File: src/rtl/mh_self_attention_ctrl_pkg.sv
// Shared types and sizing helpers for the multi-head self-attention controller.
package mh_self_attention_ctrl_pkg;

  localparam int DEF_TOTAL_SOFTMAX_ROW = 16;
  localparam int DEF_COL               = 64;
  localparam int DEF_TILE_SIZE         = 8;

  typedef enum logic [2:0] {
    IDLE,
    WAIT_SLICE,
    STREAM,
    DRAIN,
    REARM,
    DONE
  } sa_seq_state_e;

  // Number of softmax beats needed to cover one score row.
  function automatic int NUM_TILES_F(input int col, input int tile);
    return col / tile;
  endfunction

  // Counter width for n distinct values, never narrower than one bit.
  function automatic int CNT_W(input int n);
    return (n <= 2) ? 1 : $clog2(n);
  endfunction

endpackage

File: src/rtl/mh_self_attention_ctrl_sa_head_seq.sv
// One-head sequencer: walks the b2r slices of a head through the softmax bank,
// applies the causal mask per row and emits the re-arm pulses between slices.
module sa_head_seq
  import mh_self_attention_ctrl_pkg::*;
#(
  parameter int TOTAL_SOFTMAX_ROW = DEF_TOTAL_SOFTMAX_ROW,
  parameter int COL               = DEF_COL,
  parameter int TILE_SIZE         = DEF_TILE_SIZE,
  parameter int NUM_ROW_BLOCKS    = 4,
  parameter int SOFTMAX_LATENCY   = 3
) (
  input  logic                         clk_i,
  input  logic                         rst_n_i,
  input  logic                         start_i,
  input  logic                         abort_i,
  input  logic                         causal_en_i,
  input  logic                         softmax_ready_i,
  input  logic                         out_ready_i,
  input  logic                         slice_done_i,
  output logic                         rst_n_b2r_o,
  output logic                         rst_n_softmax_o,
  output logic                         softmax_en_o,
  output logic [TOTAL_SOFTMAX_ROW-1:0] softmax_valid_o,
  output logic                         head_done_o,
  output logic                         head_done_nxt_o
);

  localparam int NUM_TILES = NUM_TILES_F(COL, TILE_SIZE);
  localparam int TW        = CNT_W(NUM_TILES);
  localparam int BW        = CNT_W(NUM_ROW_BLOCKS);
  localparam int LW        = CNT_W(SOFTMAX_LATENCY);
  localparam int PW        = $clog2(NUM_ROW_BLOCKS * TOTAL_SOFTMAX_ROW + COL) + 1;

  localparam logic [TW-1:0] LAST_TILE = TW'(NUM_TILES - 1);
  localparam logic [BW-1:0] LAST_BLK  = BW'(NUM_ROW_BLOCKS - 1);
  localparam logic [LW-1:0] LAST_LAT  = LW'(SOFTMAX_LATENCY - 1);

  sa_seq_state_e          state_q, state_d;
  logic [TW-1:0]          tile_q, tile_d;
  logic [BW-1:0]          blk_q, blk_d;
  logic [LW-1:0]          lat_q, lat_d;
  logic                   causal_q, causal_d;
  logic                   sticky_q, sticky_d;
  logic                   en_q, en_d;
  logic [TOTAL_SOFTMAX_ROW-1:0] valid_q, valid_d;
  logic                   rst_b2r_q, rst_sm_q, rst_d;
  logic                   done_q, done_d;
  logic [PW-1:0]          thr;
  logic [PW-1:0]          gidx;

  // Next-state logic for the FSM, counters and sticky slice_done bit.
  always_comb begin
    state_d  = state_q;
    tile_d   = tile_q;
    blk_d    = blk_q;
    lat_d    = lat_q;
    causal_d = causal_q;
    sticky_d = sticky_q;
    unique case (state_q)
      IDLE, DONE: begin
        if (start_i) begin
          state_d  = WAIT_SLICE;
          blk_d    = '0;
          tile_d   = '0;
          lat_d    = '0;
          sticky_d = 1'b0;
          causal_d = causal_en_i;
        end
      end
      WAIT_SLICE: begin
        // slice_done is deliberately ignored until the slice starts streaming.
        if (out_ready_i) begin
          state_d = STREAM;
          tile_d  = '0;
        end
      end
      STREAM: begin
        if (slice_done_i) sticky_d = 1'b1;
        if (softmax_ready_i) begin
          if (tile_q == LAST_TILE) begin
            state_d = DRAIN;
            tile_d  = '0;
            lat_d   = '0;
          end else begin
            tile_d = tile_q + TW'(1);
          end
        end
      end
      DRAIN: begin
        if (slice_done_i) sticky_d = 1'b1;
        if (lat_q != LAST_LAT) begin
          lat_d = lat_q + LW'(1);
        end else if (sticky_q || slice_done_i) begin
          state_d = REARM;
        end
      end
      REARM: begin
        sticky_d = 1'b0;
        blk_d    = blk_q + BW'(1);
        state_d  = (blk_q == LAST_BLK) ? DONE : WAIT_SLICE;
      end
      default: state_d = IDLE;
    endcase
    // Abort overrides everything, including a coincident start.
    if (abort_i) begin
      state_d  = IDLE;
      tile_d   = '0;
      blk_d    = '0;
      lat_d    = '0;
      sticky_d = 1'b0;
      causal_d = 1'b0;
    end
    en_d   = (state_d == STREAM);
    rst_d  = (state_d != REARM);
    done_d = (state_d == DONE);
  end

  // Per-row beat-valid for the upcoming cycle; rows above the diagonal are masked.
  always_comb begin
    valid_d = '0;
    thr     = PW'(tile_d) * PW'(TILE_SIZE);
    gidx    = '0;
    for (int r = 0; r < TOTAL_SOFTMAX_ROW; r++) begin
      gidx       = PW'(blk_d) * PW'(TOTAL_SOFTMAX_ROW) + PW'(r);
      valid_d[r] = en_d & ~(causal_d & (thr > gidx));
    end
  end

  // FSM state and counter registers.
  always_ff @(posedge clk_i or negedge rst_n_i) begin
    if (!rst_n_i) begin
      state_q  <= IDLE;
      tile_q   <= '0;
      blk_q    <= '0;
      lat_q    <= '0;
      causal_q <= 1'b0;
      sticky_q <= 1'b0;
    end else begin
      state_q  <= state_d;
      tile_q   <= tile_d;
      blk_q    <= blk_d;
      lat_q    <= lat_d;
      causal_q <= causal_d;
      sticky_q <= sticky_d;
    end
  end

  // Registered outputs, derived from the next state so they align with it.
  always_ff @(posedge clk_i or negedge rst_n_i) begin
    if (!rst_n_i) begin
      en_q      <= 1'b0;
      valid_q   <= '0;
      rst_b2r_q <= 1'b1;
      rst_sm_q  <= 1'b1;
      done_q    <= 1'b0;
    end else begin
      en_q      <= en_d;
      valid_q   <= valid_d;
      rst_b2r_q <= rst_d;
      rst_sm_q  <= rst_d;
      done_q    <= done_d;
    end
  end

  assign rst_n_b2r_o     = rst_b2r_q;
  assign rst_n_softmax_o = rst_sm_q;
  assign softmax_en_o    = en_q;
  assign softmax_valid_o = valid_q;
  assign head_done_o     = done_q;
  assign head_done_nxt_o = done_d;

endmodule

File: src/rtl/mh_self_attention_ctrl.sv
// Multi-head self-attention controller: one independent sequencer per head
// plus a registered global done.
module mh_self_attention_ctrl
  import mh_self_attention_ctrl_pkg::*;
#(
  parameter int NUM_HEADS         = 4,
  parameter int TOTAL_SOFTMAX_ROW = DEF_TOTAL_SOFTMAX_ROW,
  parameter int COL               = DEF_COL,
  parameter int TILE_SIZE         = DEF_TILE_SIZE,
  parameter int NUM_ROW_BLOCKS    = 4,
  parameter int SOFTMAX_LATENCY   = 3
) (
  input  logic                                        clk,
  input  logic                                        rst_n,
  input  logic                                        start,
  input  logic                                        abort,
  input  logic                                        causal_en,
  input  logic [NUM_HEADS-1:0]                        softmax_ready,
  input  logic [NUM_HEADS-1:0]                        out_ready_b2r_wrap,
  input  logic [NUM_HEADS-1:0]                        slice_done_b2r_wrap,
  output logic [NUM_HEADS-1:0]                        internal_rst_n_b2r,
  output logic [NUM_HEADS-1:0]                        internal_rst_n_softmax,
  output logic [NUM_HEADS-1:0]                        softmax_en,
  output logic [NUM_HEADS-1:0][TOTAL_SOFTMAX_ROW-1:0] softmax_valid,
  output logic [NUM_HEADS-1:0]                        head_done,
  output logic                                        all_done
);

  logic [NUM_HEADS-1:0] head_done_nxt;
  logic                 all_done_q;

  for (genvar h = 0; h < NUM_HEADS; h++) begin : g_head
    sa_head_seq #(
      .TOTAL_SOFTMAX_ROW(TOTAL_SOFTMAX_ROW),
      .COL              (COL),
      .TILE_SIZE        (TILE_SIZE),
      .NUM_ROW_BLOCKS   (NUM_ROW_BLOCKS),
      .SOFTMAX_LATENCY  (SOFTMAX_LATENCY)
    ) u_seq (
      .clk_i          (clk),
      .rst_n_i        (rst_n),
      .start_i        (start),
      .abort_i        (abort),
      .causal_en_i    (causal_en),
      .softmax_ready_i(softmax_ready[h]),
      .out_ready_i    (out_ready_b2r_wrap[h]),
      .slice_done_i   (slice_done_b2r_wrap[h]),
      .rst_n_b2r_o    (internal_rst_n_b2r[h]),
      .rst_n_softmax_o(internal_rst_n_softmax[h]),
      .softmax_en_o   (softmax_en[h]),
      .softmax_valid_o(softmax_valid[h]),
      .head_done_o    (head_done[h]),
      .head_done_nxt_o(head_done_nxt[h])
    );
  end

  // Global done registered from the heads' next done values so it tracks head_done exactly.
  always_ff @(posedge clk or negedge rst_n) begin
    if (!rst_n) all_done_q <= 1'b0;
    else        all_done_q <= &head_done_nxt;
  end

  assign all_done = all_done_q;

endmodule

File: config.mk
export PLATFORM = sky130hd
export DESIGN_NAME = mh_self_attention_ctrl
export DESIGN_NICKNAME = d
export VERILOG_FILES = /design/src/rtl/mh_self_attention_ctrl_pkg.sv /design/src/rtl/mh_self_attention_ctrl_sa_head_seq.sv /design/src/rtl/mh_self_attention_ctrl.sv
export SDC_FILE = /design/constraint.sdc
export NUM_CORES = 1
export LEC_CHECK = 0
export CORE_MARGIN = 2
export CORE_UTILIZATION = 52
export DETAILED_ROUTE_END_ITERATION = 8
export PLACE_DENSITY = 0.81
export SYNTH_ARGS = -nofsm -noshare
export SYNTH_HDL_FRONTEND = slang
export SYNTH_SLANG_ARGS = --single-unit
File: constraint.sdc
create_clock -name clk -period 3.35 [get_ports clk]
set_clock_uncertainty 0.1 [all_clocks]
set_input_delay 1.005 -clock clk [delete_from_list [all_inputs] [get_ports clk]]
set_output_delay 1.005 -clock clk [all_outputs]
set_load 0.02 [all_outputs]
==> metrics, run 1 <==
netlist area before placement=4680 um2; crit-path max FO=2; largest area contributor in the netlist=dfrtp_1; I/O pin count=98; LEAKAGE=2.56 nW; Die H=98.9 um; CP endpoint kind=register; Max-slew headroom=37.0%; Syn-to-layout area delta=22.0%; Pre-antenna DRT Iters=6; critical path class=primary input to register; nets=603; layout cells sized above 1=13.0%; fraction of the mapped netlist area in simple logic gates=18.1%; I/O Buffers=97; Placer Congestion=0.873; Yosys cell types=61; top post-synthesis cells by area=dfrtp_1, buf_4, ha_1; drc violations=0; Overflow after GRT=0; Inserted Diodes=0; CTS Buf Count=9; XOR/XNOR share of the synthesized area=0.374%; Initial Util=53.7%; Final period util=96.4%; Max Fclk=310 MHz; Period minus WS final=3.23 ns; clk slew on worst S/H paths=0.08 ns; pwr/cell area=375 nW/um2; status=completed; Tot GR Track Use=21.7%; max-capacitance violation count=0; Final Max Tran Viols=0; vias in the first global route=3,716; row count=34; most common cell after layout, fill and taps aside=clkdlybuf4s50_1; Yosys reg bits=77; cell count after synthesis=501; Critical Path RT=3.49 ns; WHS=0.413 ns; ys flop type=dfrtp_1; Seq/Total Area, Yosys=41.3%; CP max-delay cell=clkdlybuf4s50_1; multiplexer share of the synthesized area=3.87%; CTS max path bufs=2; placeable core region=8720 um2; total power draw=0.00215 W; Post-Place Cell Area=5470 um2; Post-synth EDFFs=0; VDD IR max=0.000182 V; detailed-route via count=3,765; clock root cell=clkbuf_8; first-pass GRT wire length=17.3 mm; pre-CTS WS=-0.483 ns; Detailed Route WL=10.3 mm; ANT nets after route=0; final core occ=65.5%; largest family of logic cells by synthesized area=simple AND/OR/NAND/NOR gates; CTS tree=done; CP startpoint kind=primary input; drt wl/cell=15.3 um; setup ws final=0.120 ns; worst-margin pin slew=0.945 ns; die area=9780 um2; CP max stage delay=0.50 ns; most frequent cells in the layout=clkdlybuf4s50_1, dfrtp_1, nand2_1, nor2_1, a21oi_1; compound-gate portion of the synthesized area=15.0%; H-tree levels=3; WP data arrival=3.37 ns; syn nets=546; DP HPWL=7.32 mm; First DRT Iteration DRCs=232; worst skew pair latency=0.35 ns; initial antenna violation count=0; Final Hold Viols=0; Num Clock Sinks=77; Worst R2R Start=g_head[3].u_seq.state_q[2]; YS warnings=0; Synth top area share=39.0%; Syn Area/Cell=9.35 um2; Critical path origin=softmax_ready[3]; hold path startpoint=g_head[0].u_seq.sticky_q; Synth async-reset ratio=100%; setup violators final=0; worst hold path class=register to register; Die W=98.9 um; crit-path cells=clkdlybuf4s50_1 > nor4bb_4 > a31oi_1 > and2_1 > a22oi_1 > nor2_1 > ha_1 > nand2_1 > or4b_1 > and3_1; post-layout instance area=5710 um2; largest net degree at the start of global routing=78; post-DR vias/cell=5.62; post-synthesis adder-cell area fraction=7.69%
[report_power, final]
group / internal (W) / switching (W) / total (W)
Sequential: 0.000957 / 0.0000396 / 0.000997
Clock: 0.000432 / 0.000332 / 0.000764
Combinational: 0.000182 / 0.000203 / 0.000385
Total: 0.00157 / 0.000575 / 0.00215
[cell type report]
cell class                 count  area (um2)
multi-input combinational    318        2130
clock inverter                 5        75.1
tap                          108         135
sequential                    77        1930
fill                         662        3010
inverter                      24        90.1
clock buffer                  10         138
timing repair buffer         128        1210
[registers in the layout, indices dropped and copies added (netlist names)]
signal,count
g_head.u_seq.softmax_valid_o,16
g_head.u_seq.state_q,12
g_head.u_seq.tile_q,12
g_head.u_seq.blk_q,8
g_head.u_seq.lat_q,8
g_head.u_seq.causal_q,4
g_head.u_seq.head_done_o,4
g_head.u_seq.rst_n_b2r_o,4
g_head.u_seq.softmax_en_o,4
g_head.u_seq.sticky_q,4
all_done,1
[what timing repair did]
item,in CTS,in global routing
buffers inserted,1,0
setup endpoints to repair,2,2
pin swaps,1,0
cloned,0,0
hold buffers,0,0
resized for setup,1,3
[synth_stat cells, types with 3 or more instances]
master,number
nand2_1,44
and2_1,9
o21ai_0,15
buf_4,64
clkbuf_1,16
nand3b_1,4
a21oi_1,33
mux2i_1,8
inv_1,22
o21a_1,5
nand4_1,3
dfstp_2,4
a31oi_1,9
a22oi_1,8
dfrtp_1,73
nor3_1,9
nor2_1,38
a211oi_1,5
ha_1,28
nand3_1,6
or2_2,5
nand2b_1,10
nor2b_1,18
a21o_1,11
mux2_2,7
[metal layers]
metal  part of all wire, %  track usage, %  vias up
met4                   1.9            6.43        0
met2                    53            38.0      117
met3                   4.7            4.82       24
met1                    41            26.7     1833
li1                      -               -     1791
met5                     0               0        -
[stage by stage]
step | instances | setup TNS, ns
2_1_floorplan | 501 | 0
3_3_place_gp | 654 | -2.66
3_5_place_dp | 654 | -3.35
4_1_cts | 670 | 0
5_1_grt | 670 | -0.0302
6_report | 670 | 0
[cell families after synthesis]
group           Yosys count
fa+ha+maj                29
buf+inv                 106
xor+xnor                  2
simple gates            163
flops                    77
mux                      16
compound gates          108
[critical path: cells and delay by family]
family	cells	cell delay, ns
simple gates	6	1.34
buf+inv	1	0.50
fa+ha+maj	1	0.30
compound gates	2	0.22
[final timing paths]
check                                                       to  slack, ns  depth (start not counted)
max in group asynchronous            g_head[0].u_seq.tile_q[2]       1.84                          1
min in group asynchronous  g_head[0].u_seq.softmax_valid_o[14]       0.69                          1
setup reg to reg            g_head[3].u_seq.softmax_valid_o[7]       0.47                          9
hold reg to reg                       g_head[0].u_seq.sticky_q       0.41                          2
setup / recovery            g_head[3].u_seq.softmax_valid_o[7]       0.12                         10
hold / removal                        g_head[0].u_seq.sticky_q       0.41                          2
(Power assumes the default switching activity.)
==> run 2, diff against run 1 <==
Settings changed: REMOVE_ABC_BUFFERS set to 1, SKIP_LAST_GASP set to 1.
==> run 2 against run 1 <==
Net effect:
- count of clock-buffer cells in the layout increased by 2
- critical endpoint unchanged
- first-iteration DRC count decreased by 29%
- wire length increased by 0.97%
- largest power group unchanged
==> metrics, run 2 (synthesis results as in run 1) <==
GRT busiest layer=met2; DP HPWL=7.69 mm (+5.0%); setup ws final=0.0823 ns (-0.0373 ns); Num Clock Sinks=77 (unchanged); GRT met1 Usage=26.6% (-0.085 points); Inserted Diodes=0 (unchanged); vias in the first global route=3,723 (+0.19%); Placer Congestion=0.941 (+7.9%); Initial Util=53.7% (unchanged); post-layout instance area=5710 um2 (about the same); ANT nets after route=0 (unchanged); internal power=0.00150 W (-4.2%); detailed-route via count=3,712 (-1.4%); Period minus WS final=3.27 ns (+0.0373 ns); CP max stage delay=0.51 ns (about the same); worst hold path class=register to register; status=completed; setup violators final=0 (unchanged); drc violations=0 (unchanged); pwr/cell area=365 nW/um2 (-2.9%); initial antenna violation count=0 (unchanged); First DRT Iteration DRCs=164 (-29%); I/O Buffers=97 (unchanged); post-DR vias/cell=5.51 (-2.0%); most frequent cells in the layout=clkdlybuf4s50_1, dfrtp_1, nand2_1, nor2_1, buf_4; die area=9780 um2 (unchanged); placeable core region=8720 um2 (unchanged); delay-heaviest family, CP=simple AND/OR/NAND/NOR gates; Pre-antenna DRT Iters=4 (-2); VDD IR max=0.000222 V (+22%); max-capacitance violation count=0 (unchanged); Net Sw Power=0.000578 W (+0.57%); worst skew pair latency=0.34 ns (about the same); CTS max path bufs=2 (unchanged); layout cells sized above 1=13.1% (+0.085 points); Clk pwr share=33.5% (-2.1 points); Final period util=97.5% (+1.1 points); Seq pwr share=47.7% (+1.2 points); Worst Path Buf+Inv=1 (unchanged); critical path class=primary input to register; clock root cell=clkbuf_8; Die W=98.9 um (unchanged); Tot GR Track Use=21.6% (-0.053 points); Final Hold Viols=0 (unchanged); row count=34 (unchanged); Max Fclk=306 MHz (-1.1%); first-pass GRT wire length=17.3 mm (+0.43%); worst-margin pin slew=0.535 ns (-0.409 ns); Syn-to-layout area delta=21.9% (about the same); Max-slew headroom=63.4% (+26 points); LEAKAGE=2.56 nW (about the same); Overflow after GRT=0 (unchanged); WP data arrival=3.39 ns (+0.02 ns); largest net degree at the start of global routing=41 (-47%); crit-path max FO=2 (unchanged); Critical Path RT=3.48 ns (about the same); Final Max Tran Viols=0 (unchanged); drt wl/cell=15.4 um (+0.38%); Detailed Route WL=10.4 mm (+0.97%); total power draw=0.00208 W (-2.9%); CTS Buf Count=9 (unchanged); GR Util met2=38.5% (+0.52 points); Die H=98.9 um (unchanged); nets=606 (+0.50%); crit-path cells=clkdlybuf4s50_1 > nor4bb_4 > a31oi_1 > and2_1 > a22oi_1 > nor2_1 > ha_1 > nand2_1 > or4b_1 > and3_1; CP startpoint kind=primary input; Largest register FFs=16 (unchanged); I/O pin count=98 (unchanged); GR Util met3=3.48% (-1.3 points); CP endpoint kind=register; Post-Place Cell Area=5500 um2 (+0.41%); switching part of the total=27.7% (+0.96 points); clk slew on worst S/H paths=0.07 ns (about the same); pre-CTS WS=-0.478 ns (+0.00517 ns); H-tree levels=3 (unchanged); most common cell after layout, fill and taps aside=clkdlybuf4s50_1; CTS tree=done; Comb pwr share=18.8% (+0.9 points); CP max-delay cell=clkdlybuf4s50_1
[run 2: what timing repair did]
| action | in CTS | in global routing |
|---|---|---|
| buffers inserted | 1 | 0 |
| pin swaps | 1 | 0 |
| gates resized for setup | 1 | 2 |
| hold buffers | 0 | 0 |
| setup endpoints to repair | 3 | 1 |
[run 2: metal layers]
metal  up-vias  part of all wire [%]
met2       102                    52
met3        13                   3.8
met4         0                   1.3
met1      1798                    43
li1       1799                     -
met5         -                     0
[run 2: worst paths after layout]
check | cells after the start | to | from | slack, ns
worst max-delay path | 10 | g_head[3].u_seq.softmax_valid_o[7] | softmax_ready[3] | 0.08
worst min-delay path | 1 | g_head[3].u_seq.lat_q[1] | g_head[3].u_seq.lat_q[1] | 0.42
worst max register to register | 9 | g_head[3].u_seq.softmax_valid_o[7] | g_head[3].u_seq.state_q[2] | 0.46
worst min register to register | 1 | g_head[3].u_seq.lat_q[1] | g_head[3].u_seq.lat_q[1] | 0.42
max in group asynchronous | 2 | g_head[0].u_seq.rst_n_b2r_o | rst_n | 1.90
min in group asynchronous | 1 | g_head[1].u_seq.tile_q[2] | rst_n | 0.53
[run 2: cell type report]
class / instances / area (um2)
sequential: 77 / 1930
timing repair buffer: 131 / 1230
fill: 670 / 3010
multi-input combinational: 318 / 2130
inverter: 24 / 90.1
tap: 108 / 135
clock buffer: 12 / 145
clock inverter: 4 / 47.5
[run 2: metrics by stage]
| step | util, % | TNS [ns] | instances | hold slack (ns) |
|---|---|---|---|---|
| 2_1_floorplan | - | 0 | 419 | 0.363 |
| 3_3_place_gp | 63.0 | -2.50 | 657 | 0.394 |
| 3_5_place_dp | 63.0 | -3.26 | 657 | 0.401 |
| 4_1_cts | 65.3 | 0 | 674 | 0.417 |
| 5_1_grt | 65.5 | -0.0347 | 674 | 0.443 |
| 6_report | 65.5 | 0 | 674 | 0.417 |
[run 2: power by group through the flow]
stage	registers, W	clock network [W]	logic [W]
after floorplan	0.00106	0	0.000129
after global placement	0.00101	0	0.000381
after detailed placement	0.00101	0	0.000389
after CTS	0.000993	0.000711	0.000391
after global routing	0.00100	0.000763	0.000423
final	0.000994	0.000697	0.000392
==> run 3, diff against run 2 <==
Settings changed: CELL_PAD_IN_SITES_DETAIL_PLACEMENT set to 0, CELL_PAD_IN_SITES_GLOBAL_PLACEMENT set to 1, CORE_UTILIZATION 52 to 39, PLACE_DENSITY 0.81 to unset, PLACE_DENSITY_LB_ADDON set to 0.1.
==> run 3 against run 2 <==
Net effect:
- die area up 32%
- maximum frequency is 1.6% higher
- global-route usage is 4.4 points lower
- largest power group unchanged
- worst setup slack better by 0.052 ns
- largest cell class unchanged
- highest routed layer unchanged
- cell area is 4.6% higher
- critical path depth did not move
==> metrics, run 3 (synthesis results as in run 1) <==
hold path startpoint=g_head[0].u_seq.sticky_q; worst-margin pin slew=0.565 ns (+0.0293 ns); most common cell after layout, fill and taps aside=clkdlybuf4s50_1; critical path class=primary input to register; Critical Path RT=3.47 ns (about the same); H-tree levels=3 (unchanged); drt wl/cell=14.6 um (-5.1%); LEAKAGE=2.68 nW (+4.8%); CTS Buf Count=9 (unchanged); Max-slew headroom=61.4% (-2.0 points); placeable core region=11,900 um2 (+36%); row count=40 (+18%); CTS tree=done; WHS=0.400 ns (-0.0166 ns); vias in the first global route=3,534 (-5.1%); I/O pin count=98 (unchanged); most frequent cells in the layout=clkdlybuf4s50_1, dfrtp_1, buf_4, nand2_1, nor2_1; Die H=114 um (+15%); Worst R2R Start=g_head[3].u_seq.state_q[2]; Pre-antenna DRT Iters=5 (+1); largest net degree at the start of global routing=78 (+90%); Post-Place Cell Area=5660 um2 (+3.0%); worst hold path class=register to register; Tot GR Track Use=17.2% (-4.4 points); Reg area=1930 um2 (unchanged); Syn-to-layout area delta=27.6%; max-capacitance violation count=0 (unchanged); Final Hold Viols=0 (unchanged); setup ws final=0.134 ns (+0.0518 ns); setup violators final=0 (unchanged); worst skew pair latency=0.33 ns (about the same); delay-heaviest family, CP=simple AND/OR/NAND/NOR gates; Inserted Diodes=0 (unchanged); nets=619 (+2.1%); Overflow after GRT=0 (unchanged); Setup Fix Bufs, Post-CTS=0 (-1); ANT nets after route=0 (unchanged); Final Max Tran Viols=0 (unchanged); fillers=1,110 (+66%); Detailed Route WL=10.6 mm (+2.2%); VDD IR max=0.000319 V (+44%); Worst Path Buf+Inv=1 (unchanged); Num Clock Sinks=77 (unchanged); DP HPWL=7.69 mm (about the same); post-DR vias/cell=5.02 (-8.9%); die area=12,900 um2 (+32%); CP max-delay cell=or4b_1; CTS max path bufs=2 (unchanged); initial antenna violation count=0 (unchanged); placed insts=710 (+8.1%); crit-path cells=clkdlybuf4s50_1 > nor4bb_4 > a31oi_1 > and2_1 > a22oi_1 > nor2_1 > ha_1 > nand2_1 > or4b_1 > and3_1; status=completed; crit-path max FO=2 (unchanged); I/O Buffers=97 (unchanged); First DRT Iteration DRCs=176 (+7.3%); RSZ-0062 raised after global routing=false; clk slew on worst S/H paths=0.06 ns (about the same); CP startpoint kind=primary input; Max Fclk=311 MHz (+1.6%); layout cells sized above 1=15.4% (+2.3 points); drc violations=0 (unchanged); post-layout instance area=5980 um2 (+4.6%); first-pass GRT wire length=17.5 mm (+1.0%); WP data arrival=3.34 ns (-0.05 ns); Die W=114 um (+15%); CP max stage delay=0.49 ns (-0.02 ns); Initial Util=39.5% (-14 points); Placer Congestion=0.797 (-15%); clock root cell=clkbuf_16; detailed-route via count=3,642 (-1.9%); combined area of the multi-input logic cells=2130 um2 (+0.29%); Critical path origin=softmax_ready[3]; Largest register FFs=16 (unchanged); pre-CTS WS=-0.456 ns (+0.0224 ns); CP endpoint kind=register; Final period util=96.0% (-1.5 points); pwr/cell area=395 nW/um2 (+8.4%); total power draw=0.00236 W (+13%); Finished Layout Cells=726 (+7.7%); Period minus WS final=3.22 ns (-0.0518 ns)
run 3: where the power goes:
group	switching [W]	internal, W	total, W
registers	0.0000356	0.000959	0.000995
logic	0.000208	0.000194	0.000402
clock network	0.000374	0.000592	0.000966
run 3: layout make-up:
class,count,area share [%]
Clock buffer,11,4.06
Multi-Input combinational cell,318,35.7
Sequential cell,77,32.3
Inverter,24,1.51
Timing Repair Buffer,144,22.5
Tap cell,147,3.08
Clock inverter,5,0.838
run 3: final timing paths:
path	endpoint	slack, ns	depth (start not counted)
setup / recovery	g_head[3].u_seq.softmax_valid_o[7]	0.13	10
min in group asynchronous	g_head[3].u_seq.lat_q[0]	0.57	2
hold reg to reg	g_head[0].u_seq.sticky_q	0.40	2
hold / removal	g_head[0].u_seq.sticky_q	0.40	2
max in group asynchronous	g_head[1].u_seq.rst_n_b2r_o	2.19	2
setup reg to reg	g_head[3].u_seq.softmax_valid_o[7]	0.49	9
run 3: through the flow:
step                      TNS [ns]  utilization (%)
after floorplan                  0                -
after global placement       -3.66             47.7
after detailed placement     -4.15             47.7
after CTS                        0             50.2
after global routing             0             50.4
final                            0             50.4
run 3: routing by layer:
metal / up-vias / track usage [%] / part of all wire, %
li1: 1824 / - / -
met1: 1745 / 22.3 / 49
met2: 69 / 28.3 / 47
met3: 4 / 4.78 / 3.5
met4: 0 / 5.12 / 0.70
met5: - / 0 / 0
run 3: what timing repair did:
action                                  in CTS  in global routing
resized for setup                            1                  3
hold buffers                                 0                  0
endpoints found under the setup margin       3                  2
run 3: tightest hold or removal path: cells and delay by family (launching register included):
kind | cells | cell delay [ns]
flip-flops | 1 | 0.34
AO/OA/AOI/OAI | 1 | 0.04
AND/OR/NAND/NOR | 1 | 0.08
